$ cat config.mk
export PLATFORM = sky130hd
export DESIGN_NAME = sd_spi_engine
export DESIGN_NICKNAME = d
export VERILOG_FILES = /design/src/rtl/spi_pkg.sv /design/src/rtl/spi_half_period_timer.sv /design/src/rtl/sd_spi_engine.sv
export SDC_FILE = /design/constraint.sdc
export NUM_CORES = 1
export LEC_CHECK = 0
export CORE_AREA = 5 5 106 58
export CTS_BUF_LIST = sky130_fd_sc_hd__clkbuf_4 sky130_fd_sc_hd__clkbuf_8 sky130_fd_sc_hd__clkbuf_16
export DETAILED_ROUTE_END_ITERATION = 12
export DIE_AREA = 0 0 111 63
export GPL_ROUTABILITY_DRIVEN = 0
export PLACE_DENSITY = 0.75
export SYNTH_ARGS = -nofsm -noshare
export SYNTH_HDL_FRONTEND = slang
export SYNTH_SLANG_ARGS = --single-unit
export TNS_END_PERCENT = 100
$ cat constraint.sdc
create_clock -name clock -period 2.44 [get_ports clock]
set_clock_uncertainty 0.2 [all_clocks]
set_input_delay 0.488 -clock clock [delete_from_list [all_inputs] [get_ports clock]]
set_output_delay 0.488 -clock clock [all_outputs]
set_load 0.05 [all_outputs]
$ cat src/rtl/spi_pkg.sv
// Shared definitions for the SPI shift engines: FSM state encoding,
// default widths and the idle levels driven onto the pads.
package spi_pkg;

    localparam int unsigned SPI_DATA_W = 8;
    localparam int unsigned SPI_DIV_W  = 8;

    typedef enum logic [1:0] {
        IDLE,
        LOW,
        HIGH,
        DONE
    } spi_state_t;

    localparam logic SCLK_RST = 1'b0;
    localparam logic MOSI_RST = 1'b1;
    localparam logic CS_N_RST = 1'b1;

endpackage

$ cat src/rtl/spi_half_period_timer.sv
// Half-period timer for SPI clock generation. A load primes the counter
// with the divider value; while run is high it counts down to zero and
// expire is high in the cycle the count sits at zero, so one half period
// lasts load_val+1 cycles. A load takes priority over counting.
module spi_half_period_timer #(
    parameter int unsigned CNT_W = 8
) (
    input  logic             clock,
    input  logic             reset,
    input  logic             load,
    input  logic             run,
    input  logic [CNT_W-1:0] load_val,
    output logic             expire
);

    logic [CNT_W-1:0] cnt;

    // Down-counter: reload on request, otherwise count towards zero and hold there
    always_ff @(posedge clock) begin
        if (reset) begin
            cnt <= '0;
        end else if (load) begin
            cnt <= load_val;
        end else if (run && (cnt != '0)) begin
            cnt <= cnt - CNT_W'(1);
        end
    end

    assign expire = run && (cnt == '0);

endmodule

$ cat src/rtl/sd_spi_engine.sv
// Byte-serial SPI master shift engine (mode 0, MSB first) for the SD-card
// path. Accepts transmit words from the register file, drives SCLK/MOSI,
// samples MISO on rising SCLK and returns each received word with a
// one-cycle rx_valid pulse.
// Optional build macro: SD_SPI_ENGINE_LOOPBACK_EN adds a loopback input
// that routes MOSI back into the receive path and holds chip select off.
module sd_spi_engine
    import spi_pkg::*;
#(
    parameter int unsigned DATA_W = SPI_DATA_W,
    parameter int unsigned DIV_W  = SPI_DIV_W
) (
    input  logic              clock,
    input  logic              reset,
    input  logic [DIV_W-1:0]  clk_div,
    input  logic              cs_assert,
    input  logic              tx_valid,
    output logic              tx_ready,
    input  logic [DATA_W-1:0] tx_data,
    output logic              rx_valid,
    output logic [DATA_W-1:0] rx_data,
    output logic              busy,
    output logic              spi_sclk,
    output logic              spi_mosi,
`ifdef SD_SPI_ENGINE_LOOPBACK_EN
    input  logic              loopback,
`endif
    input  logic              spi_miso,
    output logic              spi_cs_n
);

    localparam int unsigned BIT_W = $clog2(DATA_W + 1);

    spi_state_t        state;
    logic [DATA_W-1:0] shift_reg;
    logic [DATA_W-1:0] rx_shift;
    logic [DIV_W-1:0]  div_q;
    logic [BIT_W-1:0]  bitcnt;

    logic              accept;
    logic              timer_run;
    logic              timer_load;
    logic [DIV_W-1:0]  timer_val;
    logic              half_expire;
    logic              miso_in;

    // MOSI is the shift register MSB; the register refills with ones so the
    // line idles high between words without a separate output flop.
    assign spi_mosi = shift_reg[DATA_W-1];

    // Handshake and timer control derived from the registered state
    always_comb begin
        accept     = (state == IDLE) && tx_valid && tx_ready;
        timer_run  = (state == LOW) || (state == HIGH);
        timer_load = accept || (timer_run && half_expire);
        timer_val  = accept ? clk_div : div_q;
`ifdef SD_SPI_ENGINE_LOOPBACK_EN
        miso_in    = loopback ? spi_mosi : spi_miso;
`else
        miso_in    = spi_miso;
`endif
    end

    spi_half_period_timer #(
        .CNT_W (DIV_W)
    ) u_half_timer (
        .clock    (clock),
        .reset    (reset),
        .load     (timer_load),
        .run      (timer_run),
        .load_val (timer_val),
        .expire   (half_expire)
    );

    // Chip select follows the register-file request one cycle later
    always_ff @(posedge clock) begin
        if (reset) begin
            spi_cs_n <= CS_N_RST;
        end else begin
`ifdef SD_SPI_ENGINE_LOOPBACK_EN
            spi_cs_n <= loopback ? 1'b1 : ~cs_assert;
`else
            spi_cs_n <= ~cs_assert;
`endif
        end
    end

    // Transfer FSM: accept a word, generate SCLK half periods, shift and sample
    always_ff @(posedge clock) begin
        if (reset) begin
            state     <= IDLE;
            tx_ready  <= 1'b0;
            busy      <= 1'b0;
            rx_valid  <= 1'b0;
            rx_data   <= '0;
            spi_sclk  <= SCLK_RST;
            shift_reg <= {DATA_W{MOSI_RST}};
            rx_shift  <= '0;
            div_q     <= '0;
            bitcnt    <= '0;
        end else begin
            rx_valid <= 1'b0;
            unique case (state)
                IDLE: begin
                    tx_ready <= 1'b1;
                    if (accept) begin
                        shift_reg <= tx_data;
                        div_q     <= clk_div;
                        bitcnt    <= BIT_W'(DATA_W);
                        spi_sclk  <= 1'b0;
                        busy      <= 1'b1;
                        tx_ready  <= 1'b0;
                        state     <= LOW;
                    end
                end
                LOW: begin
                    if (half_expire) begin
                        spi_sclk <= 1'b1;
                        rx_shift <= {rx_shift[DATA_W-2:0], miso_in};
                        state    <= HIGH;
                    end
                end
                HIGH: begin
                    if (half_expire) begin
                        spi_sclk <= 1'b0;
                        bitcnt   <= bitcnt - BIT_W'(1);
                        if (bitcnt == BIT_W'(1)) begin
                            rx_data   <= rx_shift;
                            rx_valid  <= 1'b1;
                            shift_reg <= {DATA_W{MOSI_RST}};
                            state     <= DONE;
                        end else begin
                            shift_reg <= {shift_reg[DATA_W-2:0], MOSI_RST};
                            state     <= LOW;
                        end
                    end
                end
                DONE: begin
                    busy     <= 1'b0;
                    tx_ready <= 1'b1;
                    state    <= IDLE;
                end
                default: state <= IDLE;
            endcase
        end
    end

endmodule

==> out/results.txt <==
Die Height -> 63 um
Clk pwr share -> 15.9%
Post-synth cell types -> 45
Post-Layout Inst Area -> 3000 um2
Remaining antenna violation count -> 0
Post-synth top cells -> dfxtp_1, nor2_1, mux2i_1
Placement Cell Area -> 2900 um2
Clock root buffer -> clkbuf_8
Clk slew on worst S/H paths -> 0.10 ns
CTS tree -> done
Min-delay src -> div_q[3]
Antenna violations before repair -> 0
Final nets -> 345
Filler cells -> 477
Flop pwr share -> 35.3%
CTS H-tree depth -> 2
Final setup violating endpoints -> 0
First-pass GRT wire length -> 9.66 mm
Port Buf Inserts -> 34
Ant diodes -> 0
Largest family of logic cells by synthesized area -> simple AND/OR/NAND/NOR gates
Hold Violations, Final -> 0
RSZ-0062 raised after global routing -> no
Top post-synthesis cells by area -> dfxtp_1, mux2i_1, nor2_1
FFs w/ async S/R, synth -> 0%
Synth Area in Adders -> 4.61%
Setup Fix Bufs, Post-CTS -> 0
Largest buffer count on any clock path -> 2
Pin count of the biggest net entering global routing -> 24
Count leader, synth -> dfxtp_1
Vias in the first global route -> 1935
Mean routed wirelength per cell -> 15.3 um
Status -> complete, no violations
Warnings from Yosys -> 0
Part of the cycle the worst path needs -> 94.6%
FF-to-FF path depth -> 6
Mean number of vias per cell -> 5.64
CP arrival -> 2.32 ns
Detailed-placement wirelength estimate -> 4.32 mm
Max-cap viol count -> 0
Storage cell area -> 1020 um2
Synth Area in Compound Gates -> 18.3%
Num rows -> 19
Post-synth EDFFs -> 0
Main flop type after synthesis -> dfxtp_1
Layout cells sized above 1 -> 8.86%
Leak -> 1.21 nW
Sequential-to-total area share from yosys stat -> 41.8%
Syn_nets -> 308
Worst EP required -> 2.45 ns
Post-Synthesis Cell Area -> 2440 um2
Yosys top cell area share -> 41.8%
Worst min path class -> reg2reg
Kind of critical path -> reg2reg
Hold Path Sink -> div_q[3]
Cts bufs inserted -> 5
Worst flop-to-flop path endpoint -> u_half_timer.cnt[7]
#FFs+latches synth -> 51
Final Routed Wirelength -> 5.95 mm
Io pins -> 35
Net Sw Frac -> 42.9%
Core Region -> 5210 um2
Total GRT Usage -> 16.8%
Max_slew headroom -> 63.7%
Power Density -> 1110 nW/um2
Initial DRC Count -> 155
Cells after Synth -> 278
Setup TNS -> 0 ns
PnR Total Power -> 3.34 mW
Clock period minus worst slack -> 2.31 ns
Final count of pins violating max slew -> 0
Internal power -> 1.91 mW
Layout area overhead -> 22.7%
Die ar. -> 6990 um2
Worst setup SP type -> flip-flop
Vias after detailed routing -> 2193
Syn Area/Cell -> 8.79 um2
Worst r2r src -> state[1]
Starting Density -> 46.9%
Initial DRT Pass Iterations -> 5
Horiz. Die Dim -> 111 um
CP Max Fanout -> 4
Post-synthesis mux area share -> 10.3%
Post-route DRC -> 0
Total global routing overflow -> 0
CP endpoint kind -> flip-flop
Comb pwr share -> 48.8%
Max Freq -> 433 MHz
Synth Area in Simple Gates -> 20.6%
Clk Latency, worst-skew pair -> 0.32 ns
Net Sw Power -> 1.43 mW
Clk sink count -> 51
R2r setup slk -> 0.13 ns
Post-Synth XOR/XNOR Area -> 0.358%
VDD IR max -> 0.000520 V
Multi-input logic area -> 1320 um2
Worst-Margin Slew -> 0.536 ns
Hold depth -> 2
Synth area leader -> dfxtp_1
[placed cells by master, fill, tap and decap left out, types with 10 or more instances in the layout]
| cell type | Yosys | routed |
|---|---|---|
| nor2_1 | 32 | 32 |
| mux2i_1 | 24 | 24 |
| clkdlybuf4s50_1 | 0 | 33 |
| o21ai_0 | 12 | 12 |
| inv_1 | 10 | 10 |
| a21oi_1 | 23 | 23 |
| buf_4 | 0 | 12 |
| nand2_1 | 20 | 20 |
| dfxtp_1 | 51 | 50 |
| a211oi_1 | 11 | 11 |
[worst max-delay path, stage by stage (launching register included)]
cell and delay, ns:
dfxtp_1 0.40, inv_1 0.11, ha_1 0.35, or4b_2 0.63
o21ai_0 0.22, o31a_1 0.20, o22ai_1 0.09
[cell type report]
cell class	instances	area share [%]
inverter	10	1.25
clock buffer	5	2.30
timing repair buffer	46	14.2
tap	73	3.05
multi-input combinational	201	44.2
clock inverter	3	0.960
sequential	51	34.1
[timing repair]
item / 4_1_cts / 5_1_grt
hold buffers: 0 / 0
resized for setup: 0 / 1
setup endpoints to repair: 0 / 1
[how the worst max path moves through the flow]
stage | start | endpoint | slack, ns | depth (start not counted)
CTS | state[0] | u_half_timer.cnt[7] | 0.13 | 6
global placement | tx_valid | bitcnt[3] | 0.19 | 5
finish | state[1] | u_half_timer.cnt[7] | 0.13 | 6
global route | state[1] | u_half_timer.cnt[7] | 0.05 | 6
detailed placement | tx_valid | bitcnt[3] | 0.14 | 5
floorplan | state[0] | u_half_timer.cnt[7] | 0.18 | 7
[stage by stage]
stage               setup WS [ns]  cells  utilization [%]  hold slack [ns]
global placement            0.193    381             55.7            0.243
floorplan                   0.176    278                -            0.232
finish                      0.131    389             57.6            0.261
detailed placement          0.142    381             55.7            0.251
CTS                         0.128    389             57.6            0.266
global route               0.0486    389             57.6            0.289
[cell families after synthesis]
group,after synthesis
muxes,25
and+or+nand+nor,95
xor gates and xnor gates,1
DFF,51
adders and majority gates,9
AOI/OAI and AO/OA,71
buffers and inverters,26
[metal layers]
metal	vias up	global-route usage [%]	routed length [um]
met5	-	0	0
met2	104	21.8	2310
met3	7	5.71	566
met1	1014	25.9	3040
li1	1068	-	-
met4	0	3.84	41
[power by group through the flow]
stage	combinational [mW]	clock, mW	sequential [mW]
floorplan	1.08	0	1.20
global placement	1.56	0	1.18
detailed placement	1.58	0	1.19
CTS	1.60	0.534	1.17
global route	1.78	0.572	1.20
finish	1.63	0.530	1.18
Note: power is estimated with default switching activity, not from simulation.
